## src/rtl/pht_pkg.sv

```systemverilog
// Shared counter helpers for the pattern history table: reset value, saturation limit
// and the reference saturating update for the default counter width.
package pht_pkg;

  localparam int PHT_CTR_BITS = 2;

  typedef logic [PHT_CTR_BITS-1:0] ctr_t;

  // Weakly not-taken: all ones below the MSB.
  function automatic int ctr_init_val(input int bits);
    return (1 << (bits - 1)) - 1;
  endfunction

  function automatic int ctr_max_val(input int bits);
    return (1 << bits) - 1;
  endfunction

  function automatic ctr_t sat_next(input ctr_t ctr, input logic taken);
    ctr_t res;
    res = ctr;
    if (taken) begin
      if (ctr != '1) res = ctr + 1'b1;
    end else if (ctr != '0) begin
      res = ctr - 1'b1;
    end
    return res;
  endfunction

endpackage

```

## src/rtl/sat_ctr_next.sv

```systemverilog
// Combinational saturating increment/decrement of one CTR_BITS counter.
module sat_ctr_next
  import pht_pkg::*;
#(
  parameter int CTR_BITS = 2
) (
  input  logic [CTR_BITS-1:0] ctr,
  input  logic                taken,
  output logic [CTR_BITS-1:0] next
);

  localparam logic [CTR_BITS-1:0] MAX = '1;

  always_comb begin
    next = ctr;
    if (taken) begin
      if (ctr != MAX) next = ctr + 1'b1;
    end else if (ctr != '0) begin
      next = ctr - 1'b1;
    end
  end

endmodule

```

## src/rtl/pattern_history_table.sv

```systemverilog
// Branch pattern history table of saturating counters with registered predictions and
// update-to-predict forwarding. Define PHT_GSHARE_EN to XOR a global history into the index.
module pattern_history_table
  import pht_pkg::*;
#(
  parameter int INDEX_BITS = 4,
  parameter int CTR_BITS   = 2,
  parameter int GHR_BITS   = 4
) (
  input  logic                  clk,
  input  logic                  reset,
  input  logic                  pred_valid,
  input  logic [INDEX_BITS-1:0] pred_index,
  output logic [INDEX_BITS-1:0] pred_hidx,
  output logic                  pred_out_v,
  output logic                  pred_taken,
  output logic [CTR_BITS-1:0]   pred_ctr,
  input  logic                  upd_valid,
  input  logic [INDEX_BITS-1:0] upd_index,
  input  logic                  upd_taken
);

  localparam int DEPTH = 1 << INDEX_BITS;
  localparam logic [CTR_BITS-1:0] CTR_INIT = CTR_BITS'(ctr_init_val(CTR_BITS));

  // Valid semantics: pred_valid/upd_valid are single-cycle strobes accepted on every
  // rising edge (no ready); pred_out_v is pred_valid delayed one cycle.
  logic [CTR_BITS-1:0]   entries [DEPTH];
  logic [INDEX_BITS-1:0] hidx;
  logic [CTR_BITS-1:0]   upd_next;
  logic [CTR_BITS-1:0]   rd_ctr;

`ifdef PHT_GSHARE_EN
  logic [GHR_BITS-1:0] ghr;

  assign hidx = pred_index ^ INDEX_BITS'(ghr);

  always_ff @(posedge clk) begin
    if (reset) ghr <= '0;
    else if (upd_valid) ghr <= GHR_BITS'({ghr, upd_taken});
  end
`else
  assign hidx = pred_index;
`endif

  sat_ctr_next #(.CTR_BITS(CTR_BITS)) u_sat (
    .ctr   (entries[upd_index]),
    .taken (upd_taken),
    .next  (upd_next)
  );

  // A same-cycle update to the predicted entry is reported post-update.
  assign rd_ctr = (upd_valid && (upd_index == hidx)) ? upd_next : entries[hidx];

  always_ff @(posedge clk) begin
    if (reset) begin
      for (int i = 0; i < DEPTH; i++) entries[i] <= CTR_INIT;
      pred_out_v <= 1'b0;
      pred_taken <= 1'b0;
      pred_ctr   <= '0;
      pred_hidx  <= '0;
    end else begin
      if (upd_valid) entries[upd_index] <= upd_next;
      pred_out_v <= pred_valid;
      if (pred_valid) begin
        pred_hidx  <= hidx;
        pred_ctr   <= rd_ctr;
        pred_taken <= rd_ctr[CTR_BITS-1];
      end
    end
  end

endmodule

```

## config.mk

```make
export PLATFORM = sky130hd
export DESIGN_NAME = pattern_history_table
export DESIGN_NICKNAME = d
export VERILOG_FILES = /design/src/rtl/pht_pkg.sv /design/src/rtl/sat_ctr_next.sv /design/src/rtl/pattern_history_table.sv
export SDC_FILE = /design/constraint.sdc
export NUM_CORES = 1
export LEC_CHECK = 0
export ABC_AREA = 1
export CAP_MARGIN = 20
export CORE_MARGIN = 5
export CORE_UTILIZATION = 35
export DETAILED_ROUTE_END_ITERATION = 8
export PLACE_DENSITY = 0.63
export SLEW_MARGIN = 10
export SYNTH_ARGS = -nofsm -noshare
export SYNTH_HDL_FRONTEND = slang
export SYNTH_SLANG_ARGS = --single-unit
```

## constraint.sdc

```tcl
create_clock -name clk -period 1.6 [get_ports clk]
set_clock_uncertainty 0.1 [all_clocks]
set_input_delay 0.24 -clock clk [delete_from_list [all_inputs] [get_ports clk]]
set_output_delay 0.24 -clock clk [all_outputs]
set_load 0.01 [all_outputs]
```

# Word level (Yosys, flattened, before mapping)
# Memories as Yosys holds them, arrays and structs flattened.
# Index checks and enable logic that the tools add are counted.
word_totals:
  elab_cells: 24
  ff_bits: 8
  in_bits: 13
  ramBits: 32
  memories: 1
op_classes:
  mux: 12
  reduce_logical: 3
  n_addsub: 2
  n_eq_ne: 2
mem_list:
  columns: ["memory", "depth", "word_bits", "read_ports", "rd_clocked_by_memory_dff", "wr", "line_no", "rtl"]
  rows:
  - ["entries", 16, 2, 2, 0, 16, "pattern_history_table.sv:28", "logic [CTR_BITS-1:0] entries [DEPTH];"]
ops:
  columns: ["operator", "n"]
  rows:
  - ["$mux 2", 5]
  - ["$mux 1", 6]
  - ["$eq 4x4->1", 1]
  - ["$mux 4", 1]
  - ["$add 2x1->2 const B", 1]
  - ["$ne 2x2->1 const B", 1]
  - ["$reduce_bool 2->1", 1]
  - ["$reduce_or 2->1", 1]
  - ["$sub 2x1->2 const B", 1]
  - ["$logic_and 1x1->1", 1]

# Logic depth before layout (Yosys ltp)
# Gate-level depths: netlist of the first run.
logic_depth:
  ltp_word: 5
  depth_mapped: 14

# Cells and area by module
# A second synthesis of the first run with hierarchy kept.
hier_totals:
  hier_cells: 319
  area_unflattened_um2: 2361.0
modules_own_cells:
  columns: ["module", "area_each_um2", "n_inst", "cells_per_inst"]
  rows:
  - ["pattern_history_table", 2336.0, 1, 313]
  - ["sat_ctr_next", 25.0, 1, 6]

# Worst setup path after synthesis of the first run
# OpenSTA, ideal clock, no wires.
synth_timing:
  kind: "input-to-reg"
  from: "input upd_index[1]"
  to: "memory entries[0][0] (data pin)"
  arrival_time_ns: 1.330
  setup_ns: 0.255
  path_slack_ns: -0.086
  path_buffers: 3
  stages: 12
  path_cell_list: "inv_1 > clkbuf_1 > nand2_1 > nand2_1 > nand2_1 > nand2_1 > nor2_2 > nand2_1 > and2_1 > buf_6 > buf_6 > nand2_1"
synth_rtl:
  columns: ["item", "line_no", "rtl"]
  rows:
  - ["start: declaration", "pattern_history_table.sv:19", "input logic [INDEX_BITS-1:0] upd_index,"]
  - ["end: declaration", "pattern_history_table.sv:28", null]

==> run metrics, run 1 <==
drt drc 0; Final Hold Viols 0; combinational power share 0.245; status finished, violations left; largest net degree at the start of global routing 23; CP required around 1600 ps; crit path max fanout 8; RSZ-0062 raised after global routing true; Antenna diodes 0; PortBufs 20; Routed wire per std cell 14.3 µm; Syn Area/Cell between 6 and 7 µm²; Slew @ Worst Pin between 300 and 400 ps; Power, Total between 2 and 2.5 mW; switch share 0.296; grt total ovfl 0; Slew Viols, Final 0; Die Wd ~93 µm; Synth Cell Area 2380 µm²; sequential share of the synthesized area 0.462; worst skew pair latency ~300 ps; area of the core approximately 6700 µm²; # clock sinks 39; Root Buffer clkbuf_8; failing checks negative setup slack; DRT iter0 DRCs 170; top cell type's share of synthesized area 0.403; finished layout cell area between 3000 and 4000 µm²; pwr dens 736 nW/µm²; vias in the first global route about 2300; # rows 30; first-pass GRT wire length 10.9 mm; setup violators final 39; worst rel slew slack 0.786; Post-Syn Instances 346; hold_buf cts 0; die area between 8000 and 9000 µm²; Crit Path Class reg2reg; remaining antenna violation count after routing 0; Int Pwr between 1.5 and 2 mW; Area after DPL 2950 µm²; commonest non-fill, non-tap cell in the layout nand2_1; fin nets around 420; placer congestion estimate slightly above 0.9; CTS Buf Count 5; Netlist cell types 21; HP Class in2reg; Mapped Nets 359; Total Wirelength approximately 7 mm; max_cap viols 0; CTS HTree Levels 2; Clock Power Share 0.281; share of cells above drive strength 1 0.254; TritonCTS clock tree yes; Max Fclk 0.562 GHz; drt pass-1 iters 4; area leader, netlist edfxtp_1; Clock Path Buffers 2; Layout area overhead 38.2%; Tot GR Track Use 0.163; Ys Warns 0; period utilization 1.11; Worst-path clk slew about 80 ps; routed vias/inst slightly below 5; setup tns final -4490 ps; Peak VDD IR just over 300 µV; routed vias 2375; Die Y 92.5 µm; io pins 21; crit start category register; setup ws final -181 ps; Starting Density 0.355; Final Util 0.490; Detailed Place HPWL ~4.9 mm; antenna violations before repair 0; Final Critical Period between 1500 and 2000 ps; leak pwr 1.43 nW; top cells by area, synth edfxtp_1 40%, nand2_1 20%, nor2_1 9.9%; crit path DAT 1730 ps; Flop pwr share 0.474; highest-count cells in the layout ignoring fill and taps 109 x nand2_1, 47 x nor2_1, 37 x inv_1; Worst setup EP type register; Synth Register Bits 39; Psw approximately 0.7 mW
## timing repair
item / 4_1_cts / 5_1_grt
pin swaps: 10 / 9
gates resized for setup: 38 / 37
setup buffers: 4 / 2
setup endpoints to repair: 66 / 64
gates cloned: 2 / 2
## final cells by class
cell class	count	area, µm²
timing repair inverter	1	7.51
sequential	39	1100
inverter	42	160
timing repair buffer	66	663
fill	660	3430
clock inverter	2	12.5
tap	80	100
clock buffer	6	72.6
multi-input combinational	249	1180
## synthesized netlist by cell type (all sizes together)
cell type  number
a21oi          10
o22ai           2
nor4            1
o211ai          3
and2            1
inv            42
buf             7
nor2           64
nand4           2
dfxtp           7
nand2         125
xnor2           1
clkbuf          9
o21ai          23
edfxtp         32
nand3          17
## power by group through the flow
stage | clock network, mW | registers [mW] | logic [mW]
after detailed placement | 0 | 1.17 | 0.495
final | 0.681 | 1.15 | 0.594
after CTS | 0.685 | 1.15 | 0.551
after global routing | 0.730 | 1.15 | 0.649
after floorplan | 0 | 1.17 | 0.265
after global placement | 0 | 1.17 | 0.494
## metal layers
layer | share of wire | GRT usage | wire length, µm | up-vias
met5 | 0 | 0 | 0 | -
met4 | 0.027 | 0.0755 | 189 | 0
met3 | 0.074 | 0.0398 | 516 | 15
met2 | 0.48 | 0.271 | 3350 | 89
met1 | 0.42 | 0.200 | 2900 | 1067
li1 | - | - | - | 1204
## sequential cells by signal, indices dropped and copies added, names as in the netlist
register,cells
entries,32
pred_taken,1
pred_hidx,4
pred_ctr,1
pred_out_v,1
## critical path: stages (launching register included)
cell	delay, ps
edfxtp_1	420
nand2_1	80
nand2_1	40
nand2_1	60
nand2_1	50
nand2_1	70
nand2_1	70
nor2_2	130
nand2_1	100
nand2_2	70
and2_4	160
buf_6	130
nand2_1	50
## cell families (layout without fill, tap and decap cells)
logic type | after synthesis | in the layout | synth area share
xor gates and xnor gates | 1 | 1 | 0.00368
and+or+nand+nor | 210 | 210 | 0.345
buffers and inverters | 58 | 117 | 0.105
DFF | 39 | 39 | 0.462
AOI/OAI and AO/OA | 38 | 38 | 0.0840
## path summary, 6_finish.rpt
path | cells past startpoint | slack, ps | to | startpoint
setup / recovery | 12 | -180 | entries[0][0]$_SDFFCE_PN1P_ | entries[10][1]$_SDFFCE_PN0P_
hold / removal | 3 | 310 | pred_ctr[0]$_SDFFE_PP0P_ | reset
setup reg to reg | 12 | -180 | entries[0][0]$_SDFFCE_PN1P_ | entries[10][1]$_SDFFCE_PN0P_
hold reg to reg | 2 | 380 | pred_ctr[0]$_SDFFE_PP0P_ | pred_ctr[0]$_SDFFE_PP0P_
## per-stage QoR
step	setup slack, ps	hold slack (ps)	instances
after floorplan	-63.3	209	346
after detailed placement	-735	358	470
after global placement	-710	354	470
after CTS	-145	371	483
after global routing	-312	335	485
final	-181	313	485
Note: power is estimated with default switching activity, not from simulation.
==> run 2, diff against run 1 <==
CORE_UTILIZATION = 52   (was 35)
PLACE_DENSITY = 0.84   (was 0.63)
==> run 2 against run 1 <==
  * The flow still finishes with violations (negative setup slack)
  * Largest power group unchanged
  * Sequential power hardly changed
  * Critical path type unchanged
  * Clock power fell by 3.1%
  * Critical path depth is the same
  * Non-clock buffer count down 6
  * Wire length is the same
  * Largest cell class unchanged
  * Sequential cell count stayed put
==> run metrics, run 2 (synthesis gave the netlist of run 1 again) <==
Total Wirelength 6.96 mm (unchanged); Flop pwr share 0.476 (was 0.474); CTS Buf Count 5 (unchanged); # clock sinks 39 (unchanged); grt total ovfl 0 (unchanged); Die Y 77.7 µm (was 92.5 µm); CP max stage delay 430 ps (was 420 ps); drt pass-1 iters 6 (was 4); hold depth 3 (unchanged); met1 GRT Util 0.274 (was 0.200); highest-count cells in the layout ignoring fill and taps 106 x nand2_1, 48 x nor2_1, 36 x inv_1 (was 109 x nand2_1, 47 x nor2_1, 37 x inv_1); Max Fclk 0.529 GHz (was 0.562 GHz); vias in the first global route 2312 (was 2278); fin nets 411 (was 417); antenna violations before repair 0 (unchanged); switch share 0.295 (was 0.296); HP Class in2reg (unchanged); remaining antenna violation count after routing 0 (unchanged); FF-to-FF path depth 12 (unchanged); combinational power share 0.250 (was 0.245); Peak VDD IR 426 µV (was 304 µV); CP cell instances nand2_1 -> nand2_1 -> nand2_1 -> nand2_1 -> nand2_2 -> nand2_2 -> nor2_4 -> nand2_2 -> nand2_2 -> and2_4 -> clkbuf_16 -> nand2_1 (was nand2_1 -> nand2_1 -> nand2_1 -> nand2_1 -> nand2_1 -> nand2_1 -> nor2_2 -> nand2_1 -> nand2_2 -> and2_4 -> buf_6 -> nand2_1); drt drc 0 (unchanged); # rows 24 (was 30); worst rel slew slack 0.765 (was 0.786); PortBufs 20 (unchanged); commonest non-fill, non-tap cell in the layout nand2_1 (unchanged); grt peak-use layer met2 (unchanged); TritonCTS clock tree yes (unchanged); met3 usage 0.0405 (was 0.0398); CP required 1550 ps (about the same); Starting Density 0.540 (was 0.355); die area 6030 µm² (was 8560 µm²); setup violators final 34 (was 39); dpl cells 437 (was 470); worst skew pair latency 290 ps (was 300 ps); status finished, violations left (unchanged); setup tns final -7890 ps (was -4490 ps); slowest CP cell edfxtp_1 (unchanged); FF-to-FF Start entries[14][1]$_SDFFCE_PN0P_ (was entries[10][1]$_SDFFCE_PN0P_); RSZ-0062 raised after global routing true (unchanged); Final Non-Filler Cells 451 (was 485); Tot GR Track Use 0.226 (was 0.163); Slew @ Worst Pin 352 ps (was 321 ps); max reg flops 32 (unchanged); largest net degree at the start of global routing 23 (unchanged); Crit Path Class reg2reg (unchanged); end of the critical path entries[11][0]$_SDFFCE_PN1P_ (was entries[0][0]$_SDFFCE_PN1P_); Worst-path clk slew 80 ps (about the same); share of cells above drive strength 1 0.241 (was 0.254); setup ws final -290 ps (was -181 ps); crit start category register (unchanged); met2 Use GR 0.388 (was 0.271); failing checks negative setup slack (unchanged); Antenna diodes 0 (unchanged); Routed wire per std cell 15.4 µm (was 14.3 µm); Final Critical Period 1890 ps (was 1780 ps); Power, Total 2.42 mW (about the same); CTS HTree Levels 2 (unchanged); R2R setup slack -290 ps (was -180 ps); Detailed Place HPWL 4.61 mm (was 4.88 mm); biggest regs entries: 32 flops, pred_hidx: 4 flops (unchanged); Root Buffer clkbuf_8 (unchanged); Slew Viols, Final 0 (unchanged); Largest Register entries (unchanged); crit path DAT 1840 ps (was 1730 ps); first-pass GRT wire length 10.7 mm (was 10.9 mm); routed vias/inst 5.50 (was 4.90); routed vias 2479 (was 2375); beginning of the critical path entries[14][1]$_SDFFCE_PN0P_ (was entries[10][1]$_SDFFCE_PN0P_); placer congestion estimate 0.929 (was 0.924); crit path max fanout 8 (unchanged); period utilization 1.18 (was 1.11); pwr dens 751 nW/µm² (was 736 nW/µm²); Fin Hold WS 347 ps (was 313 ps); io pins 21 (unchanged); Int Pwr 1.70 mW (was 1.71 mW); Clock Power Share 0.273 (was 0.281); max_cap viols 0 (unchanged); leak pwr 1.38 nW (was 1.43 nW); Clock Path Buffers 2 (unchanged); Worst R2R End entries[11][0]$_SDFFCE_PN1P_ (was entries[0][0]$_SDFFCE_PN1P_); Layout area overhead 35.0% (was 38.2%); Worst setup EP type register (unchanged); DRT iter0 DRCs 358 (was 170); Final Hold Viols 0 (unchanged); cell mode on critical path nand2_1 (unchanged); Die Wd 77.7 µm (was 92.5 µm); area of the core 4410 µm² (was 6720 µm²); Psw 0.712 mW (was 0.717 mW)
run 2: changes by cell type in the layout (fill, tap and decap cells not counted), sizes merged:
cell          before  now
dlygate4sd2        2    4
buf               45   39
clkinv             1    0
bufbuf             1    0
dlymetal6s2s       3    1
clkbuf             7    9
run 2: routing by layer:
metal / up-vias / wire, µm
met3: 37 / 540
met4: 0 / 314
met2: 137 / 3410
met5: - / 0
met1: 1115 / 2690
li1: 1190 / -
run 2: power by group through the flow:
stage                     sequential, mW  clock, mW  combinational (mW)
final                               1.15      0.660               0.605
after global routing                1.15      0.732               0.648
after CTS                           1.15      0.672               0.515
after detailed placement            1.17          0               0.491
after global placement              1.17          0               0.480
after floorplan                     1.17          0               0.265
run 2: worst min-delay path by stage:
| stage | startpoint | end | slack, ps |
|---|---|---|---|
| after global routing | reset | pred_ctr[0]$_SDFFE_PP0P_ | 340 |
| final | reset | pred_out_v$_SDFF_PP0_ | 350 |
| after floorplan | reset | pred_ctr[0]$_SDFFE_PP0P_ | 210 |
| after CTS | pred_ctr[0]$_SDFFE_PP0P_ | pred_ctr[0]$_SDFFE_PP0P_ | 360 |
| after global placement | pred_ctr[0]$_SDFFE_PP0P_ | pred_ctr[0]$_SDFFE_PP0P_ | 350 |
| after detailed placement | pred_ctr[0]$_SDFFE_PP0P_ | pred_ctr[0]$_SDFFE_PP0P_ | 350 |
run 2: through the flow:
stage          utilization  worst slack, ps  instance area (µm²)
2_1_floorplan            -            -63.3                 2390
3_3_place_gp         0.652             -700                 2880
3_5_place_dp         0.652             -747                 2880
4_1_cts              0.688             -189                 3040
5_1_grt              0.729             -376                 3220
6_report             0.729             -290                 3220
run 2: what timing repair did:
| action | 4_1_cts | 5_1_grt |
|---|---|---|
| pin swaps | 1 | 16 |
| setup buffers | 2 | 2 |
| hold buffers | 0 | 0 |
| gates resized for setup | 29 | 45 |
| endpoints found under the setup margin | 66 | 62 |
| gates cloned | 1 | 1 |
run 2: layout make-up:
type	instances	area [µm²]
clock buffers	7	76.3
clock inverters	1	7.51
fillers	340	1200
inverters	42	160
multi-input cells	249	1210
flip-flops and latches	39	1100
well taps	52	65.1
repair buffers	60	589
repair inverters	1	7.51
run 2: worst max-delay path: cells and delay by family (launching register included):
kind	cells	cell delay [ps]
and+or+nand+nor	11	960
DFF	1	430
buffers and inverters	1	160
==> run 3, diff against run 2 <==
CORE_UTILIZATION = 53   (was 52)
CTS_CLUSTER_DIAMETER = 150   (was not set)
PLACE_DENSITY = 0.82   (was 0.84)
clock period = 2 ns   (was 1.6 ns; I/O delays follow)
==> run 3 against run 2 <==
  * The flow now finishes without violations
  * Design area is 7.6% lower
  * Sequential cell count stayed put
  * Final cell count is 1.6% lower
  * Combinational power is 35% lower
  * Sequential share of layout area is 2.8 points higher
  * Critical endpoint is now entries[8][0]$_SDFFCE_PN1P_
==> run metrics, run 3 (synthesis gave the netlist of run 1 again) <==
status complete, no violations (was finished, violations left); Tot GR Track Use 0.223 (was 0.226); max reg flops 32 (unchanged); Total Wirelength 6.28 mm (was 6.96 mm); remaining antenna violation count after routing 0 (unchanged); CP required 1950 ps (was 1550 ps); routed vias/inst 5.31 (was 5.50); # clock sinks 39 (unchanged); Max Fclk 0.539 GHz; CTS Buf Count 5 (unchanged); setup violators final 0 (was 34); share of cells above drive strength 1 0.115 (was 0.241); crit start category input pin (was register); Worst setup EP type register (unchanged); routed vias 2358 (was 2479); Peak VDD IR 436 µV (was 426 µV); placer congestion estimate 0.926 (was 0.929); vias in the first global route 2251 (was 2312); Starting Density 0.547 (was 0.540); Critical path buffers and inverters 3 (was 1); crit path DAT 1800 ps (was 1840 ps); antenna violations before repair 0 (unchanged); CTS HTree Levels 2 (unchanged); Setup Slack @ Placement -447 ps (was -747 ps); Power, Total 1.85 mW (was 2.42 mW); fin nets 404 (was 411); Layout area overhead 24.8% (was 35.0%); Detailed Place HPWL 4.70 mm (was 4.61 mm); slowest CP cell clkdlybuf4s50_1 (was edfxtp_1); HP Class reg2reg (was in2reg); io pins 21 (unchanged); Clock Path Buffers 2 (unchanged); Die Y 77.0 µm (was 77.7 µm); biggest regs entries: 32 flops, pred_hidx: 4 flops (unchanged); DRT iter0 DRCs 257 (was 358); drt drc 0 (unchanged); first-pass GRT wire length 10.5 mm (was 10.7 mm); Largest Register entries (unchanged); Slew @ Worst Pin 327 ps (was 352 ps); TritonCTS clock tree yes (unchanged); largest net degree at the start of global routing 23 (unchanged); Final Non-Filler Cells 444 (was 451); worst rel slew slack 0.782 (was 0.765); Root Buffer clkbuf_8 (unchanged); Die Wd 77.0 µm (was 77.7 µm); Routed wire per std cell 14.1 µm (was 15.4 µm); Final Hold Viols 0 (unchanged); finished layout cell area 2970 µm² (was 3220 µm²); RSZ-0062 raised after global routing false (was true); pwr dens 621 nW/µm² (was 751 nW/µm²); Final Critical Period approximately 1900 ps; Area after DPL 2870 µm² (was 2880 µm²); area of the core 4350 µm² (was 4410 µm²); # rows 24 (unchanged); leak pwr 1.32 nW (was 1.38 nW); grt total ovfl 0 (unchanged); PortBufs 20 (unchanged); highest-count cells in the layout ignoring fill and taps 125 x nand2_1, 62 x nor2_1, 40 x inv_1 (was 106 x nand2_1, 48 x nor2_1, 36 x inv_1); setup tns final 0 ps (was -7890 ps); CP cell instances clkdlybuf4s50_1 -> inv_1 -> nor2_1 -> nand2_1 -> nand2_1 -> nor2_2 -> nand2_1 -> and2_4 -> buf_12 -> nand2_1 (was nand2_1 -> nand2_1 -> nand2_1 -> nand2_1 -> nand2_2 -> nand2_2 -> nor2_4 -> nand2_2 -> nand2_2 -> and2_4 -> clkbuf_16 -> nand2_1); CP max stage delay 560 ps (was 430 ps); commonest non-fill, non-tap cell in the layout nand2_1 (unchanged); Crit Path Class in2reg (was reg2reg); Slew Viols, Final 0 (unchanged); drt pass-1 iters 7 (was 6); Antenna diodes 0 (unchanged); period utilization 0.927; postcts setup bufs 0 (was 2); die area 5940 µm² (was 6030 µm²); worst skew pair latency 300 ps (was 290 ps); max_cap viols 0 (unchanged); setup ws final 146 ps (was -290 ps); cell mode on critical path nand2_1 (unchanged); Top Family by Delay on Critical Path buffers and inverters (was simple AND/OR/NAND/NOR gates); dpl cells 436 (was 437); crit path max fanout 16 (was 8); Worst-path clk slew 80 ps (about the same)
## run 3: metrics by stage
stage,utilization,hold WS (ps)
after CTS,0.680,363
final,0.683,361
after global routing,0.683,397
after detailed placement,0.660,352
after global placement,0.660,349
after floorplan,-,269
## run 3: layer usage
layer,up-vias,share of wire,GRT usage
met3,10,0.088,0.0539
met2,113,0.51,0.388
met4,0,0.013,0.0756
li1,1173,-,-
met5,-,0,0
met1,1062,0.38,0.270
## run 3: power breakdown
part           internal, mW  total (mW)  switching, mW
logic                 0.173       0.394          0.222
clock network         0.244       0.533          0.289
registers             0.904       0.919         0.0148
total                  1.32        1.85          0.525
## run 3: worst register-to-register path: stages, from the launching register on
cell and delay (ps):
edfxtp_1 420, nand2_1 90, nand2_1 50, nand2_1 50, nand2_1 50, nand2_1 70
nand2_1 70, nor2_2 120, nand2_1 80, nand2_1 80, and2_4 160, buf_12 140
nand2_1 70
## run 3: final cells by class
type	instances	area (µm²)
repair buffers	54	523
well taps	52	65.1
inverters	42	163
multi-input cells	249	1040
flip-flops and latches	39	1100
clock buffers	6	72.6
fillers	362	1380
clock inverters	2	12.5
## run 3: worst paths after layout
path                                             startpoint                           to  slack (ps)  cells past startpoint
worst min-delay path               pred_ctr[0]$_SDFFE_PP0P_     pred_ctr[0]$_SDFFE_PP0P_         360                      2
worst min register to register     pred_ctr[0]$_SDFFE_PP0P_     pred_ctr[0]$_SDFFE_PP0P_         360                      2
worst max-delay path                           upd_index[3]  entries[8][0]$_SDFFCE_PN1P_         150                     10
worst max register to register  entries[6][1]$_SDFFCE_PN0P_  entries[8][0]$_SDFFCE_PN1P_         210                     12
## run 3: repair_timing
item                                    CTS  global route
hold buffers                              0             0
endpoints found under the setup margin   32            32
gates resized for setup                   3             5
